[src/rtl/hash_jtree_stream.sv]
// Elastic sample-jitter stage: XOR-fold hash of each sample position is masked
// by the MSAA mode and ORed into the sub-pixel bits, then carried through a valid/ready pipeline.
module hash_jtree_stream #(
  parameter int SIGFIG      = 24,
  parameter int RADIX       = 10,
  parameter int VERTS       = 3,
  parameter int AXIS        = 3,
  parameter int COLORS      = 3,
  parameter int NUM_SAMPLES = 4,
  parameter int PIPE_DEPTH  = 3
) (
  input  logic                                          clk,
  input  logic                                          rst,
  input  logic                                          in_valid_R14H,
  output logic                                          in_ready_R14H,
  input  logic signed [VERTS-1:0][AXIS-1:0][SIGFIG-1:0] tri_R14S,
  input  logic [COLORS-1:0][SIGFIG-1:0]                 color_R14U,
  input  logic signed [NUM_SAMPLES-1:0][1:0][SIGFIG-1:0] sample_R14S,
  input  logic [NUM_SAMPLES-1:0]                        validSamp_R14H,
  input  logic [3:0]                                    subSample_RnnnnU,
  input  logic                                          jitterEn_RnnnnH,
  output logic                                          out_valid_R16H,
  input  logic                                          out_ready_R16H,
  output logic signed [VERTS-1:0][AXIS-1:0][SIGFIG-1:0] tri_R16S,
  output logic [COLORS-1:0][SIGFIG-1:0]                 color_R16U,
  output logic signed [NUM_SAMPLES-1:0][1:0][SIGFIG-1:0] sample_R16S,
  output logic [NUM_SAMPLES-1:0]                        validSamp_R16H,
  output logic                                          modeErr_RnnnnH
);

  localparam int W   = RADIX - 2;
  localparam int HW  = 2 * (SIGFIG - 4);
  localparam int NCH = (HW + W - 1) / W;
  localparam int PW  = NCH * W;

  typedef struct packed {
    logic [VERTS-1:0][AXIS-1:0][SIGFIG-1:0]  tri_s;
    logic [COLORS-1:0][SIGFIG-1:0]           color_u;
    logic [NUM_SAMPLES-1:0][1:0][SIGFIG-1:0] samp_s;
    logic [NUM_SAMPLES-1:0]                  vs;
  } pay_t;

  // Handshake: a stage transfers on an edge where its valid and the downstream
  // ready are both high; a stage with a held item never changes until it transfers.
  logic [PIPE_DEPTH-1:0]        v_q, v_d;
  pay_t [PIPE_DEPTH-1:0]        pay_q, pay_d;
  logic                         mode_err_q, mode_err_d;
  logic [PIPE_DEPTH-1:0]        rdy;
  logic [W-1:0]                 mask;
  logic                         mode_ok;
  logic [NUM_SAMPLES-1:0][1:0][SIGFIG-1:0] jit;
  pay_t                         stage_in;

  function automatic logic [W-1:0] fold(input logic [SIGFIG-5:0] lo,
                                        input logic [SIGFIG-5:0] hi);
    logic [PW-1:0] h;
    h         = '0;
    h[HW-1:0] = {hi, lo};
    fold      = '0;
    for (int k = 0; k < NCH; k++) fold = fold ^ h[k*W +: W];
  endfunction

  always_comb begin
    mask    = '0;
    mode_ok = 1'b1;
    case (subSample_RnnnnU)
      4'b1000: mask = {W{1'b1}};
      4'b0100: mask = {W{1'b1}} >> 1;
      4'b0010: mask = {W{1'b1}} >> 2;
      4'b0001: mask = {W{1'b1}} >> 3;
      default: mode_ok = 1'b0;
    endcase
  end

  // x folds {y,x} and y folds {x,y}; only the jitter field [RADIX-1:2] is touched.
  always_comb begin
    jit = sample_R14S;
    if (jitterEn_RnnnnH) begin
      for (int i = 0; i < NUM_SAMPLES; i++) begin
        jit[i][0][RADIX-1:2] = sample_R14S[i][0][RADIX-1:2] |
          (fold(sample_R14S[i][0][SIGFIG-1:4], sample_R14S[i][1][SIGFIG-1:4]) & mask);
        jit[i][1][RADIX-1:2] = sample_R14S[i][1][RADIX-1:2] |
          (fold(sample_R14S[i][1][SIGFIG-1:4], sample_R14S[i][0][SIGFIG-1:4]) & mask);
      end
    end
  end

  assign stage_in = '{tri_s: tri_R14S, color_u: color_R14U, samp_s: jit, vs: validSamp_R14H};

  // Stage k can load if it or any stage after it is empty, or the sink is ready.
  always_comb begin
    rdy = '0;
    for (int k = 0; k < PIPE_DEPTH; k++) begin
      rdy[k] = out_ready_R16H;
      for (int j = k; j < PIPE_DEPTH; j++) begin
        if (!v_q[j]) rdy[k] = 1'b1;
      end
    end
  end

  always_comb begin
    v_d        = v_q;
    pay_d      = pay_q;
    mode_err_d = mode_err_q;
    if (rdy[0]) v_d[0] = in_valid_R14H;
    if (rdy[0] && in_valid_R14H) begin
      pay_d[0] = stage_in;
      if (!mode_ok) mode_err_d = 1'b1;
    end
    for (int k = 1; k < PIPE_DEPTH; k++) begin
      if (rdy[k]) v_d[k] = v_q[k-1];
      if (rdy[k] && v_q[k-1]) pay_d[k] = pay_q[k-1];
    end
  end

  always_ff @(posedge clk or negedge rst) begin
    if (!rst) begin
      v_q        <= '0;
      pay_q      <= '0;
      mode_err_q <= 1'b0;
    end else begin
      v_q        <= v_d;
      pay_q      <= pay_d;
      mode_err_q <= mode_err_d;
    end
  end

  assign in_ready_R14H  = rdy[0];
  assign out_valid_R16H = v_q[PIPE_DEPTH-1];
  assign tri_R16S       = pay_q[PIPE_DEPTH-1].tri_s;
  assign color_R16U     = pay_q[PIPE_DEPTH-1].color_u;
  assign sample_R16S    = pay_q[PIPE_DEPTH-1].samp_s;
  assign validSamp_R16H = pay_q[PIPE_DEPTH-1].vs;
  assign modeErr_RnnnnH = mode_err_q;

endmodule
[config.mk]
export PLATFORM = sky130hd
export DESIGN_NAME = hash_jtree_stream
export DESIGN_NICKNAME = d
export VERILOG_FILES = /design/src/rtl/hash_jtree_stream.sv
export SDC_FILE = /design/constraint.sdc
export NUM_CORES = 2
export LEC_CHECK = 0
export ABC_AREA = 1
export BUFFER_PORTS_ARGS = -buffer_cell sky130_fd_sc_hd__buf_2
export CORE_AREA = 4 4 380 382
export DETAILED_ROUTE_END_ITERATION = 12
export DIE_AREA = 0 0 384 386
export GPL_ROUTABILITY_DRIVEN = 0
export PLACE_DENSITY = 0.68
export REMOVE_ABC_BUFFERS = 1
export SYNTH_ARGS = -nofsm -noshare
export SYNTH_HDL_FRONTEND = slang
export SYNTH_SLANG_ARGS = --single-unit
[constraint.sdc]
create_clock -name clk -period 3.8 [get_ports clk]
set_input_delay 0.76 -clock clk [delete_from_list [all_inputs] [get_ports clk]]
set_output_delay 0.76 -clock clk [all_outputs]
set_load 0.02 [all_outputs]
==> flow_metrics.py <==
metrics = {
    "route": {
        "drt-met1-wl_mm": 62.67,
        "drt_wl_total_mm": 154.1,
        "route.detailed.drc": 0,
        "num_vias": 41619,
        "maxUsedRoutingLayer": "met5",
        "via_per_inst": 4.864,
        "wl_met2_mm": 72.46,
        "drt-wirelength-per-cell_um": 18.01,
        "met3_length_mm": 12.40,
        "drt_iter0_drc": 2593,
        "drtPass1Iterations": 6,
        "antenna_left": 0,
    },
    "finish": {
        "nNetsFinal": 7013,
        "final_common_cell": "dfrtp_1",
        "layout_common_cells": "1456 x dfrtp_1, 1344 x nand2_1, 978 x buf_2, 597 x inv_1, 512 x o21ai_0",
        "layout-drive-gt1-share_pct": 24.20,
        "stdcell_count": 8557,
        "area_growth_pct": 14.53,
    },
    "timing": {
        "fin_setup_tns_ns": 0,
        "finalCriticalPeriod_ns": 2.478,
        "timing.final.crit_share_pct": 65.22,
        "fmax_mhz": 403.5,
        "setup_violations": 0,
        "worst_slew_pin_slew_ns": 1.040,
        "slew_violations": 0,
        "fin_skew_ns": 0.03373,
        "rsz0062_at_grt": "no",
        "slew_headroom_pct": 30.66,
        "finalHoldViolCount": 0,
    },
    "worst_setup_path": {
        "end_kind": "output pin",
        "reg2reg_from": "v_q[2]$_DFFE_PN0N_",
        "rr_worst_depth": 8,
        "rr_endpoint": "pay_q[224]$_DFFE_PN0P_",
        "cp_data_required_time_ns": 3.04,
        "path_class": "reg2out",
        "cp_max_fo": 3,
        "worstPathArrival_ns": 1.72,
        "rrSetupSlack_ns": 1.59,
        "cp-start-kind": "flop",
    },
    "synth": {
        "ys_ff_latch": 1456,
        "seq_area_frac_synth_pct": 60.85,
        "synthAdderAreaFrac_pct": 0,
        "syn_inst": 6065,
        "synth_top_family_by_area": "buffers and inverters",
        "synthesis.area_um2": 59880,
        "synth_compound_area_share_pct": 9.207,
        "synthMuxAreaShare_pct": 5.266,
        "ys_types": 19,
        "synth-xor-area-share_pct": 0.7753,
        "synth-simple-area-share_pct": 11.52,
        "syn_area_per_cell_um2": 9.872,
        "yosysWarningCount": 0,
    },
    "clock_network": {
        "hold_buffers": 1,
        "cts_sinks": 1456,
        "clk_pin_slew_ns": 0.06,
        "cts_tree": "done",
        "clk_latency_ns": 0.79,
        "cts_made_buffers": 153,
        "clock_path_buffers": 3,
        "htree_levels": 4,
        "cts_resized": 0,
        "cts_setup_buffers": 0,
        "root_buffer": "clkbuf_16",
    },
    "power_and_ir_drop": {
        "cellLeakagePower_nw": 35.00,
        "ir_drop_mv": 0.5184,
        "powerDensity_nw_per_um2": 789.1,
    },
    "worst_hold_path": {
        "hold_class": "in2reg",
        "min_path_cells": 3,
        "min_from": "tri_R14S[95]",
        "min_to": "pay_q[363]$_DFFE_PN0P_",
    },
    "global_routing": {
        "grt_pass1_wl_mm": 237.4,
        "grt_overflow": 0,
        "antenna_found_initial": 36,
        "grt_pass1_vias": 42136,
        "grt_use_total_pct": 20.47,
        "grt_max_degree": 130,
    },
    "run_status": {
        "status": "completed",
    },
    "job": {
        "maxCapViolCount": 0,
    },
    "placed_design": {
        "dpl.cell_count": 8254,
        "hpwl_mm": 107.3,
        "io_buffer_count": 979,
    },
    "floorplan": {
        "fp-row-count": 138,
        "dieHeight_um": 386,
        "dieArea_um2": 148200,
        "start_util_pct": 42.44,
        "core_um2": 141100,
        "die_width_um": 384,
        "pin_count": 980,
    },
}
-- worst max path at each step --
stage                                  start  cells after the start                         to
after floorplan               out_ready_R16H                      4  color_R16U[0]$_DFFE_PN0P_
after global placement        out_ready_R16H                     10     pay_q[431]$_DFFE_PN0P_
after detailed placement      out_ready_R16H                     10     pay_q[224]$_DFFE_PN0P_
after CTS                 v_q[2]$_DFFE_PN0N_                      4              in_ready_R14H
final                     v_q[2]$_DFFE_PN0N_                      4              in_ready_R14H
after global routing      v_q[2]$_DFFE_PN0N_                      4              in_ready_R14H
-- logic make-up after synthesis --
logic type / after synthesis
and+or+nand+nor: 1797
xor gates and xnor gates: 53
AOI/OAI and AO/OA: 1101
DFF: 1456
muxes: 280
buffers and inverters: 1378
-- sequential cells by signal, summed over array words and instances (netlist names) --
register	count
pay_q	968
tri_R16S	216
v_q	3
modeErr_RnnnnH	1
validSamp_R16H	4
sample_R16S	192
color_R16U	72
-- power breakdown --
part / switching [mW] / total [mW] / internal [mW]
sequential: 2.76 / 23.5 / 20.7
clock: 6.39 / 15.2 / 8.86
combinational: 9.95 / 15.4 / 5.43
total: 19.1 / 54.1 / 35.0
-- critical path, cell delays in order, from the launching register on --
cell and delay, ns:
dfrtp_1 0.40, nand2_2 0.15, nor2_4 0.05, nand2_2 0.13
buf_2 0.22
-- per-stage QoR --
stage	power, mW	area (µm²)	util, %	hold slack (ns)	setup slack [ns]
after floorplan	32.54	54720	-	0.4492	-9.895
after global placement	38.59	63290	44.86	0.4600	1.146
after detailed placement	39.16	63290	44.86	0.4600	1.100
after CTS	54.66	68520	48.57	0.08606	1.238
after global routing	57.25	68530	48.58	0.1328	1.224
final	54.11	68570	48.61	0.1730	1.322
-- final cells by class --
| type | count | area [µm²] |
|---|---|---|
| well taps | 1890 | 2365 |
| multi-input cells | 3231 | 16070 |
| flip-flops and latches | 1456 | 36430 |
| inverters | 601 | 2263 |
| fillers | 12890 | 72490 |
| clock buffers | 233 | 4562 |
| diodes | 22 | 55.05 |
| repair buffers | 1077 | 6166 |
| clock inverters | 47 | 661.9 |
-- cells in the mapped netlist (all sizes together) --
cell type  count  area [µm²]
nand3        109       545.5
xor2          32       280.3
buf          697        4856
o21ai        831        4159
nor2         339        1280
a21oi        269        1346
inv          601        2256
dfrtp       1456       36430
mux2         280        3153
nand2       1349        5074
xnor2         21       183.9
o21bai         1       7.510
clkbuf        80       300.3
-- routing by layer --
layer | track usage, % | vias to the layer above
li1 | - | 19588
met1 | 25.78 | 20422
met2 | 32.79 | 1247
met3 | 6.145 | 334
met4 | 8.874 | 28
met5 | 0 | -
Power figures use the tool's default switching activity.
